[config.mk]
export PLATFORM = sky130hd
export DESIGN_NAME = regfile_dump_reader
export DESIGN_NICKNAME = d
export VERILOG_FILES = /design/src/rtl/regfile_dump_reader.sv
export SDC_FILE = /design/constraint.sdc
export NUM_CORES = 1
export LEC_CHECK = 0
export BUFFER_PORTS_ARGS = -buffer_cell sky130_fd_sc_hd__buf_2
export CORE_ASPECT_RATIO = 2
export CORE_UTILIZATION = 53
export CTS_CLUSTER_DIAMETER = 60
export DETAILED_ROUTE_END_ITERATION = 8
export HOLD_SLACK_MARGIN = 0.03
export PLACE_DENSITY = 0.93
export SLEW_MARGIN = 30
export SYNTH_ARGS = -nofsm -noshare
export SYNTH_HDL_FRONTEND = slang
export SYNTH_SLANG_ARGS = --single-unit
[constraint.sdc]
create_clock -name clk -period 3.3 [get_ports clk]
set_clock_uncertainty 0.15 [all_clocks]
set_input_delay 0.66 -clock clk [delete_from_list [all_inputs] [get_ports clk]]
set_output_delay 0.66 -clock clk [all_outputs]
set_load 0.1 [all_outputs]
[src/rtl/regfile_dump_reader.sv]
// regfile_dump_reader
//
// Walks register indices FIRST_REG..LAST_REG through the register file's
// asynchronous read port and streams each word out on a valid/ready
// interface together with its index. A running XOR checksum covers every
// accepted word of the current (or most recent) dump.
//
// Ports:
//   clk        - single clock, rising edge
//   reset      - synchronous, active-high; clears all state
//   start      - request a dump (only honoured while idle)
//   rf_addr    - register file read address
//   rf_data    - register file read data for rf_addr (same cycle)
//   out_valid  - out_data/out_index hold a word
//   out_ready  - consumer accepts the word on out_valid && out_ready
//   out_data   - captured register value
//   out_index  - register index of out_data
//   busy       - dump in progress (fetch, send or done)
//   done       - one-cycle pulse at the end of a dump
//   checksum   - XOR of all words accepted in the current/last dump
module regfile_dump_reader #(
  parameter int unsigned FIRST_REG = 0,
  parameter int unsigned LAST_REG  = 31
) (
  input  logic        clk,
  input  logic        reset,
  input  logic        start,
  output logic [4:0]  rf_addr,
  input  logic [31:0] rf_data,
  output logic        out_valid,
  input  logic        out_ready,
  output logic [31:0] out_data,
  output logic [4:0]  out_index,
  output logic        busy,
  output logic        done,
  output logic [31:0] checksum
);

  localparam logic [4:0] FirstIdx = 5'(FIRST_REG);
  localparam logic [4:0] LastIdx  = 5'(LAST_REG);

  typedef enum logic [1:0] {StIdle, StFetch, StSend, StDone} state_e;

  state_e      state_q, state_d;
  logic [4:0]  idx_q, idx_d;
  logic [31:0] data_q, data_d;
  logic [4:0]  index_q, index_d;
  logic [31:0] checksum_q, checksum_d;

  always_comb begin
    state_d    = state_q;
    idx_d      = idx_q;
    data_d     = data_q;
    index_d    = index_q;
    checksum_d = checksum_q;
    unique case (state_q)
      StIdle: begin
        if (start) begin
          idx_d      = FirstIdx;
          checksum_d = '0;
          state_d    = StFetch;
        end
      end
      StFetch: begin
        // Capture here so later datapath writes cannot disturb the word.
        data_d  = rf_data;
        index_d = idx_q;
        state_d = StSend;
      end
      StSend: begin
        if (out_ready) begin
          checksum_d = checksum_q ^ data_q;
          if (idx_q == LastIdx) begin
            state_d = StDone;
          end else begin
            idx_d   = idx_q + 5'd1;
            state_d = StFetch;
          end
        end
      end
      StDone: begin
        state_d = StIdle;
      end
      default: begin
        state_d = StIdle;
      end
    endcase
  end

  always_ff @(posedge clk) begin
    if (reset) begin
      state_q    <= StIdle;
      idx_q      <= '0;
      data_q     <= '0;
      index_q    <= '0;
      checksum_q <= '0;
    end else begin
      state_q    <= state_d;
      idx_q      <= idx_d;
      data_q     <= data_d;
      index_q    <= index_d;
      checksum_q <= checksum_d;
    end
  end

  assign rf_addr   = idx_q;
  assign out_valid = (state_q == StSend);
  assign out_data  = data_q;
  assign out_index = index_q;
  assign busy      = (state_q != StIdle);
  assign done      = (state_q == StDone);
  assign checksum  = checksum_q;

endmodule

**After elaboration in Yosys (flattened, before gate mapping)**

Index checks and enable logic that the tools add are counted.

- Bits in registers: 76
- Input bits: 36
- Logic and storage cells: 31

- $add $sub $neg: 1
- Eq/ne operators: 7
- Mux-type cells: 11
- Bitwise gates (word level): 1
- Reductions and logical operators: 6

Operators by type and width:

| operator | number |
|---|---|
| $mux W32 | 2 |
| $pmux W32 S2 | 1 |
| $xor A32 B32 Y32 | 1 |
| $mux W5 | 3 |
| $pmux W5 S2 | 1 |
| $pmux W2 S4 | 1 |
| $mux W2 | 3 |
| $add A5 B1 Y5 const B | 1 |
| $eq A5 B5 Y1 const B | 1 |
| $eq A2 B2 Y1 const B | 2 |
| $ne A2 B2 Y1 const B | 2 |
| $reduce_and A4 Y1 | 1 |
| $reduce_bool A2 Y1 | 2 |
| $reduce_and A3 Y1 | 1 |
| $eq A2 B1 Y1 const B | 1 |
| $logic_not A2 Y1 | 1 |
| $ne A2 B1 Y1 const B | 1 |
| $reduce_and A2 Y1 | 1 |

**Longest topological paths before layout**

Gate-level depths: netlist (run 1).

- Depth after elaboration: 4
- Mapped depth: 6

**Least setup slack after synthesis (run 1)**

No wires, ideal clock.

- Kind: reg2out
- From: reg state_q[0]
- To: out out_valid
- Arrival: 2064 ps
- Required time: 2490 ps
- Path slack: 426 ps
- Stages on the path, launching flop included: 4
- Path buffers: 2
- Cells stage by stage: dfxtp_1 buf_2 clkbuf_1 nor2b_1

- Longest elaborated chain between the ends: 1

Ends and longest elaborated chain:

| what | RTL line | RTL |
|---|---|---|
| from (decl) | 44 | `state_e state_q, state_d;` |
| from (signal assigned) | 92 | `state_q <= StIdle;` |
| from (signal assigned) | 98 | `state_q <= state_d;` |
| $eq A2 B2 Y1 | 107 | `assign out_valid = (state_q == StSend);` |
| to (decl) | 30 | `output logic out_valid,` |

No other way between the ends.

**Final worst setup path (run 1)**

- From: reg state_q[1]
- To: out out_valid

The elaborated chain is that of the path after synthesis.

==> impl_results.md, run 1 <==
* Status: complete, no violations
* CP Cell Sequence: nor2b_1, buf_2
* FFs w/ async S/R, synth at 0%
* Largest net degree at the start of global routing at 66
* HP Class: flip-flop to flip-flop
* DPL Wire Length at 5480 microns
* Setup CP Type: flip-flop to output pin
* Die Footprint at 6260 sq um
* Layout area overhead at 25.3%
* Detailed-router iteration count before antenna repair at 4
* Most common cell after layout, fill and taps aside: buf_2
* Routed length per instance at 14.6 microns
* Via-to-Cell Ratio at 5.64
* Layout cells sized above 1 at 27.2%
* Reg clk slew, reported paths at 50 ps
* Mapped Cells at 384
* Endpoints failing setup at 0
* Tmin final at 2540 ps
* Die X at 56.4 microns
* Fmax at 394 MHz
* RSZ-0062 raised after global routing: false
* Final Max Slew Viols at 0
* Total number of vias at 3,064
* H-tree depth at 3
* Final Hold Viols at 0
* Residual DRC count at 0
* Slew margin rel. at 50.1%
* Cell leakage power at 1.63 nW
* CP arrival at 1730 ps
* Sequential area share after synthesis at 48.4%
* # diodes at 0
* Most frequent cells in the layout: buf_2, nand2_1, dfxtp_1
* Nets at 519
* Slew @ Worst Pin at 732 ps
* Initial antenna violation count at 0
* PD cells at 568 nW/um^2
* Peak supply drop at 0.515 mV
* Syn Nets at 422
* Routed Wire Length at 7920 microns
* Antenna viol nets, final at 0
* Period utilization at 77.0%
* Clock Tree Buf Depth at 2
* CP Launch Type: flip-flop
* Vias in the first global route at 2,843
* Post-synth EDFFs at 0
* Post-CTS sizing at 0
* Starting density of the core at 55.0%
* WP buf/inv at 1
* CP delay by family, top: flip-flops
* DRT iter0 DRCs at 117
* Port bufs at 112
* Synth Flop Type: dfxtp_1
* CP max stage cell: dfxtp_1
* FF+latch count, synth at 76
* Crit end category: output pin
* Post-Syn Area at 3140 sq um
* Row Count at 39
* First-pass GRT wire length at 12,900 microns
* GRT Overall Usage at 26.4%
* Max cap viols at 0
* Gp weighted congestion at 0.797
* Die height at 111 microns
* Congestion Overflow GR at 0
* CTS Root Cell: clkbuf_16
* Number of placed I/O pins at 113
* TNS Setup at 0 ps
* Syn Area/Cell at 8.18 sq um
* Worst path required time at 2490 ps
* Yosys cell types at 29
* Worst-path maximum fanout at 9
* Core footprint at 5710 sq um
* Sequential Area at 1520 sq um
* Final core utilization at 68.9%
* Total CTS buffers at 9
* Hold Buf Count CTS at 0
* Fillers at 459
* CTS Sinks at 76
* Clock latency on the worst-skew pair at 330 ps
* Crit-path max cell delay at 530 ps
* CTS tree: built
* Multi-input logic area at 1350 sq um
* Number of post-CTS setup repair buffers at 0
* Synth warn at 0
==> final cells by class <==
cell class,count,share of cell area (%)
Multi-Input combinational cell,241,34.4
Clock buffer,12,6.26
Sequential cell,76,38.7
Tap cell,61,1.94
Inverter,35,3.34
Timing Repair Buffer,118,15.4
==> stage by stage <==
| stage | hold slack, ps | power, W | cells | area (sq um) | setup slack (ps) |
|---|---|---|---|---|---|
| final | 308 | 0.00224 | 543 | 3940 | 760 |
| after global routing | 322 | 0.00231 | 543 | 3940 | 648 |
| after CTS | 308 | 0.00225 | 543 | 3940 | 740 |
| after detailed placement | 301 | 0.00141 | 531 | 3690 | 978 |
| after global placement | 291 | 0.00140 | 531 | 3690 | 1040 |
| after floorplan | 497 | 0.00133 | 384 | 3140 | 426 |
==> where the power goes <==
group | switching, W | internal, W | total [W] | leakage (nW)
registers | 0.0000256 | 0.000949 | 0.000975 | 0.616
logic | 0.000343 | 0.0000745 | 0.000417 | 0.896
clock network | 0.000333 | 0.000512 | 0.000845 | 0.120
==> cells in the mapped netlist (2+ instances only) <==
cell       number  area [sq um]
nand4b_1        2          17.5
a21oi_1        72           360
and2_1          2          12.5
nand2b_1        5          31.3
nand3b_1        2          15.0
dfxtp_1        76          1520
inv_1          35           131
buf_6           2          22.5
nand2_1        76           285
buf_1           6          22.5
o31ai_1        32           240
buf_2           8          40.0
nor2b_1         2          12.5
or4_1          32           240
ha_1            2          25.0
o2bb2ai_1       2          17.5
o21ai_0         2          10.0
clkbuf_1       15          56.3
==> sequential cells by signal, indices dropped and copies added, names as in the netlist <==
register	count
checksum	32
out_data	32
out_index	5
rf_addr	5
state_q	2
==> worst paths after layout <==
kind | depth (start not counted) | end | startpoint | slack [ps]
min | 2 | out_index[4]$_SDFFE_PP0N_ | out_index[4]$_SDFFE_PP0N_ | 310
min reg2reg | 2 | out_index[4]$_SDFFE_PP0N_ | out_index[4]$_SDFFE_PP0N_ | 310
max | 2 | out_valid | state_q[1]$_SDFFE_PP0P_ | 760
max reg2reg | 4 | checksum[5]$_SDFFE_PP0P_ | state_q[1]$_SDFFE_PP0P_ | 1090
==> cell families after synthesis <==
logic type	Yosys count	synth area share, %
simple gates	126	20.6
fa+ha+maj	2	0.797
buf+inv	67	8.92
mux	1	0.319
flops	76	48.4
compound gates	112	20.9
==> layer usage <==
layer,global-route usage (%),share of wire (%),vias up
li1,-,-,1529
met1,27.7,39,1442
met2,47.6,55,78
met3,5.95,3.7,15
met4,13.2,2.7,0
met5,0,0,-
==> worst reg2reg max path, delay by kind of cell, from the launching register on <==
kind	cells	cell delay [ps]
buffers and inverters	1	440
and+or+nand+nor	1	180
muxes	1	720
DFF	1	530
AOI/OAI and AO/OA	1	60
Note: power is estimated with default switching activity, not from simulation.
==> run 2: changes to the inputs <==
--- a/config.mk
+++ b/config.mk
@@ -7,11 +7,11 @@
 export LEC_CHECK = 0
 export BUFFER_PORTS_ARGS = -buffer_cell sky130_fd_sc_hd__buf_2
 export CORE_ASPECT_RATIO = 2
-export CORE_UTILIZATION = 53
+export CORE_UTILIZATION = 49
 export CTS_CLUSTER_DIAMETER = 60
 export DETAILED_ROUTE_END_ITERATION = 8
 export HOLD_SLACK_MARGIN = 0.03
-export PLACE_DENSITY = 0.93
+export PLACE_DENSITY = 0.87
 export SLEW_MARGIN = 30
 export SYNTH_ARGS = -nofsm -noshare
 export SYNTH_HDL_FRONTEND = slang
==> constraint.sdc (replaced) <==
create_clock -name clk -period 2.4 [get_ports clk]
set_clock_uncertainty 0.15 [all_clocks]
set_input_delay 0.48 -clock clk [delete_from_list [all_inputs] [get_ports clk]]
set_output_delay 0.48 -clock clk [all_outputs]
set_load 0.1 [all_outputs]
==> impl_results.md, run 2 (synthesis results as in run 1) <==
* Clock latency on the worst-skew pair at 330 ps (about the same)
* Met1 Usage GRT at 26.7% (-1.1 points)
* Clock Tree Buf Depth at 2 (unchanged)
* Worst R2R Setup Slack at 550 ps (-540 ps)
* WP depth at 2 (unchanged)
* Max cap viols at 0 (unchanged)
* FF-to-FF path depth at 6 (+2)
* DRT iter0 DRCs at 123 (+5.1%)
* CTS Root Cell: clkbuf_16
* Cell internal pwr at 0.00227 W (+48%)
* FF-to-FF End: rf_addr[3]$_SDFFE_PP0P_
* Gp weighted congestion at 0.842 (+5.7%)
* WP buf/inv at 1 (unchanged)
* Endpoints failing setup at 0 (unchanged)
* Worst hold path depth at 3 (+1)
* Die Footprint at 6750 sq um (+7.9%)
* Flop pwr share at 41.3% (-2.3 points)
* Routed Wire Length at 8070 microns (+1.9%)
* Clk pwr share at 40.6% (+2.8 points)
* CP Cell Sequence: nor2b_2, buf_2
* Most frequent cells in the layout: buf_2, nand2_1, dfxtp_1
* Hold path endpoint: out_data[23]$_SDFFE_PP0N_
* Post-CTS sizing at 0 (unchanged)
* Final Hold Viols at 0 (unchanged)
* Residual DRC count at 0 (unchanged)
* RSZ-0062 raised after global routing: false
* Switch Pwr at 0.000978 W (+39%)
* Die height at 115 microns (+3.9%)
* Placed cell count at 555 (+4.5%)
* Final Max Slew Viols at 0 (unchanged)
* Worst path required time at 1770 ps (-720 ps)
* Layout cells sized above 1 at 28.2% (+1.1 points)
* Most common cell after layout, fill and taps aside: buf_2
* Number of post-CTS setup repair buffers at 0 (unchanged)
* Switch share at 30.1% (-1.2 points)
* PD cells at 799 nW/um^2 (+40%)
* Nets at 520 (+0.19%)
* Crit Reg-Reg Startpoint: rf_addr[0]$_SDFFE_PP0P_
* DPL Wire Length at 5450 microns (-0.49%)
* Slew @ Worst Pin at 618 ps (-114 ps)
* CP delay by family, top: flip-flops
* Initial antenna violation count at 0 (unchanged)
* Peak supply drop at 0.560 mV (+8.9%)
* Row Count at 40 (+2.6%)
* Number of placed I/O pins at 113 (unchanged)
* Antenna viol nets, final at 0 (unchanged)
* Die X at 58.6 microns (+3.9%)
* Final Instance Count excl. Fillers at 569 (+4.8%)
* Crit end category: output pin
* GR peak layer: met2
* # diodes at 0 (unchanged)
* Total CTS buffers at 9 (unchanged)
* Detailed-router iteration count before antenna repair at 4 (unchanged)
* Routed length per instance at 14.2 microns (-2.8%)
* Layout area overhead at 29.4%
* Met2 usage at 44.1% (-3.5 points)
* H-tree depth at 3 (unchanged)
* Tmin final at 2260 ps
* CP Launch Type: flip-flop
* Slew margin rel. at 58.8% (+8.7 points)
* CTS Sinks at 76 (unchanged)
* Final core utilization at 66.6% (-2.4 points)
* Crit-path max cell delay at 520 ps (about the same)
* Port bufs at 112 (unchanged)
* TNS Setup at 0 ps (unchanged)
* CP max stage cell: dfxtp_1
* Met3 Use GR at 5.06% (-0.89 points)
* Worst-path maximum fanout at 9 (unchanged)
* Total number of vias at 3,065 (+0.033%)
* GRT Overall Usage at 25.1% (-1.4 points)
* HP Class: input port to flip-flop
* Status: complete, no violations
* Congestion Overflow GR at 0 (unchanged)
* Tot Pwr at 0.00325 W (+45%)
* Largest net degree at the start of global routing at 67 (+1.5%)
* Hold slack final at 235 ps (-73.1 ps)
* First-pass GRT wire length at 12,900 microns (-0.27%)
* Via-to-Cell Ratio at 5.39 (-4.5%)
* Vias in the first global route at 2,890 (+1.7%)
* Hold Buf Count CTS at 0 (unchanged)
* Worst hold start: rf_data[23]
* CP arrival at 1630 ps (-100 ps)
* Period utilization at 94.1%
* Comb pwr share at 18.2% (-0.4 points)
* Cell leakage power at 1.67 nW (+2.5%)
* Reg clk slew, reported paths at 50 ps (about the same)
* CTS tree: built
* Starting density of the core at 51.4% (-3.6 points)
* Fmax at 443 MHz
* Setup CP Type: flip-flop to output pin
* Core footprint at 6110 sq um (+6.9%)
==> run 2: layout make-up <==
type                    count  area [sq um]
repair buffers            119           656
clock buffers              12           256
multi-input cells         241          1360
fillers                   541          2040
well taps                  84           105
clock inverters             2          35.0
flip-flops and latches     76          1520
inverters                  35           131
==> run 2: worst min-delay path: stages <==
cell and delay [ps]:
buf_2 90, nand2_1 40, a21oi_1 50
==> run 2: power by group through the flow <==
stage	Combinational, W	Sequential, W	Clock, W
2_1_floorplan	0.000196	0.00164	0
3_3_place_gp	0.000579	0.00136	0
3_5_place_dp	0.000590	0.00137	0
4_1_cts	0.000592	0.00134	0.00134
5_1_grt	0.000622	0.00134	0.00139
6_report	0.000590	0.00134	0.00132
==> run 2: per-stage QoR <==
step	setup slack (ps)	cell area, sq um
final	142	4060
after global routing	56.7	4060
after CTS	145	4060
after detailed placement	497	3770
after global placement	548	3770
after floorplan	1.17	3140
==> run 2: worst max path at each step <==
stage	slack [ps]	start	endpoint
floorplan	1	rf_addr[0]$_SDFFE_PP0P_	rf_addr[3]$_SDFFE_PP0P_
global placement	550	state_q[1]$_SDFFE_PP0P_	out_valid
detailed placement	500	state_q[1]$_SDFFE_PP0P_	out_valid
CTS	150	state_q[1]$_SDFFE_PP0P_	out_valid
global route	60	state_q[1]$_SDFFE_PP0P_	out_valid
finish	140	state_q[1]$_SDFFE_PP0P_	out_valid
==> run 2: routing by layer <==
layer / vias to the layer above / routed length [microns]
met5: - / 0
met4: 0 / 326
met3: 22 / 329
met2: 100 / 4330
met1: 1409 / 3090
li1: 1534 / -
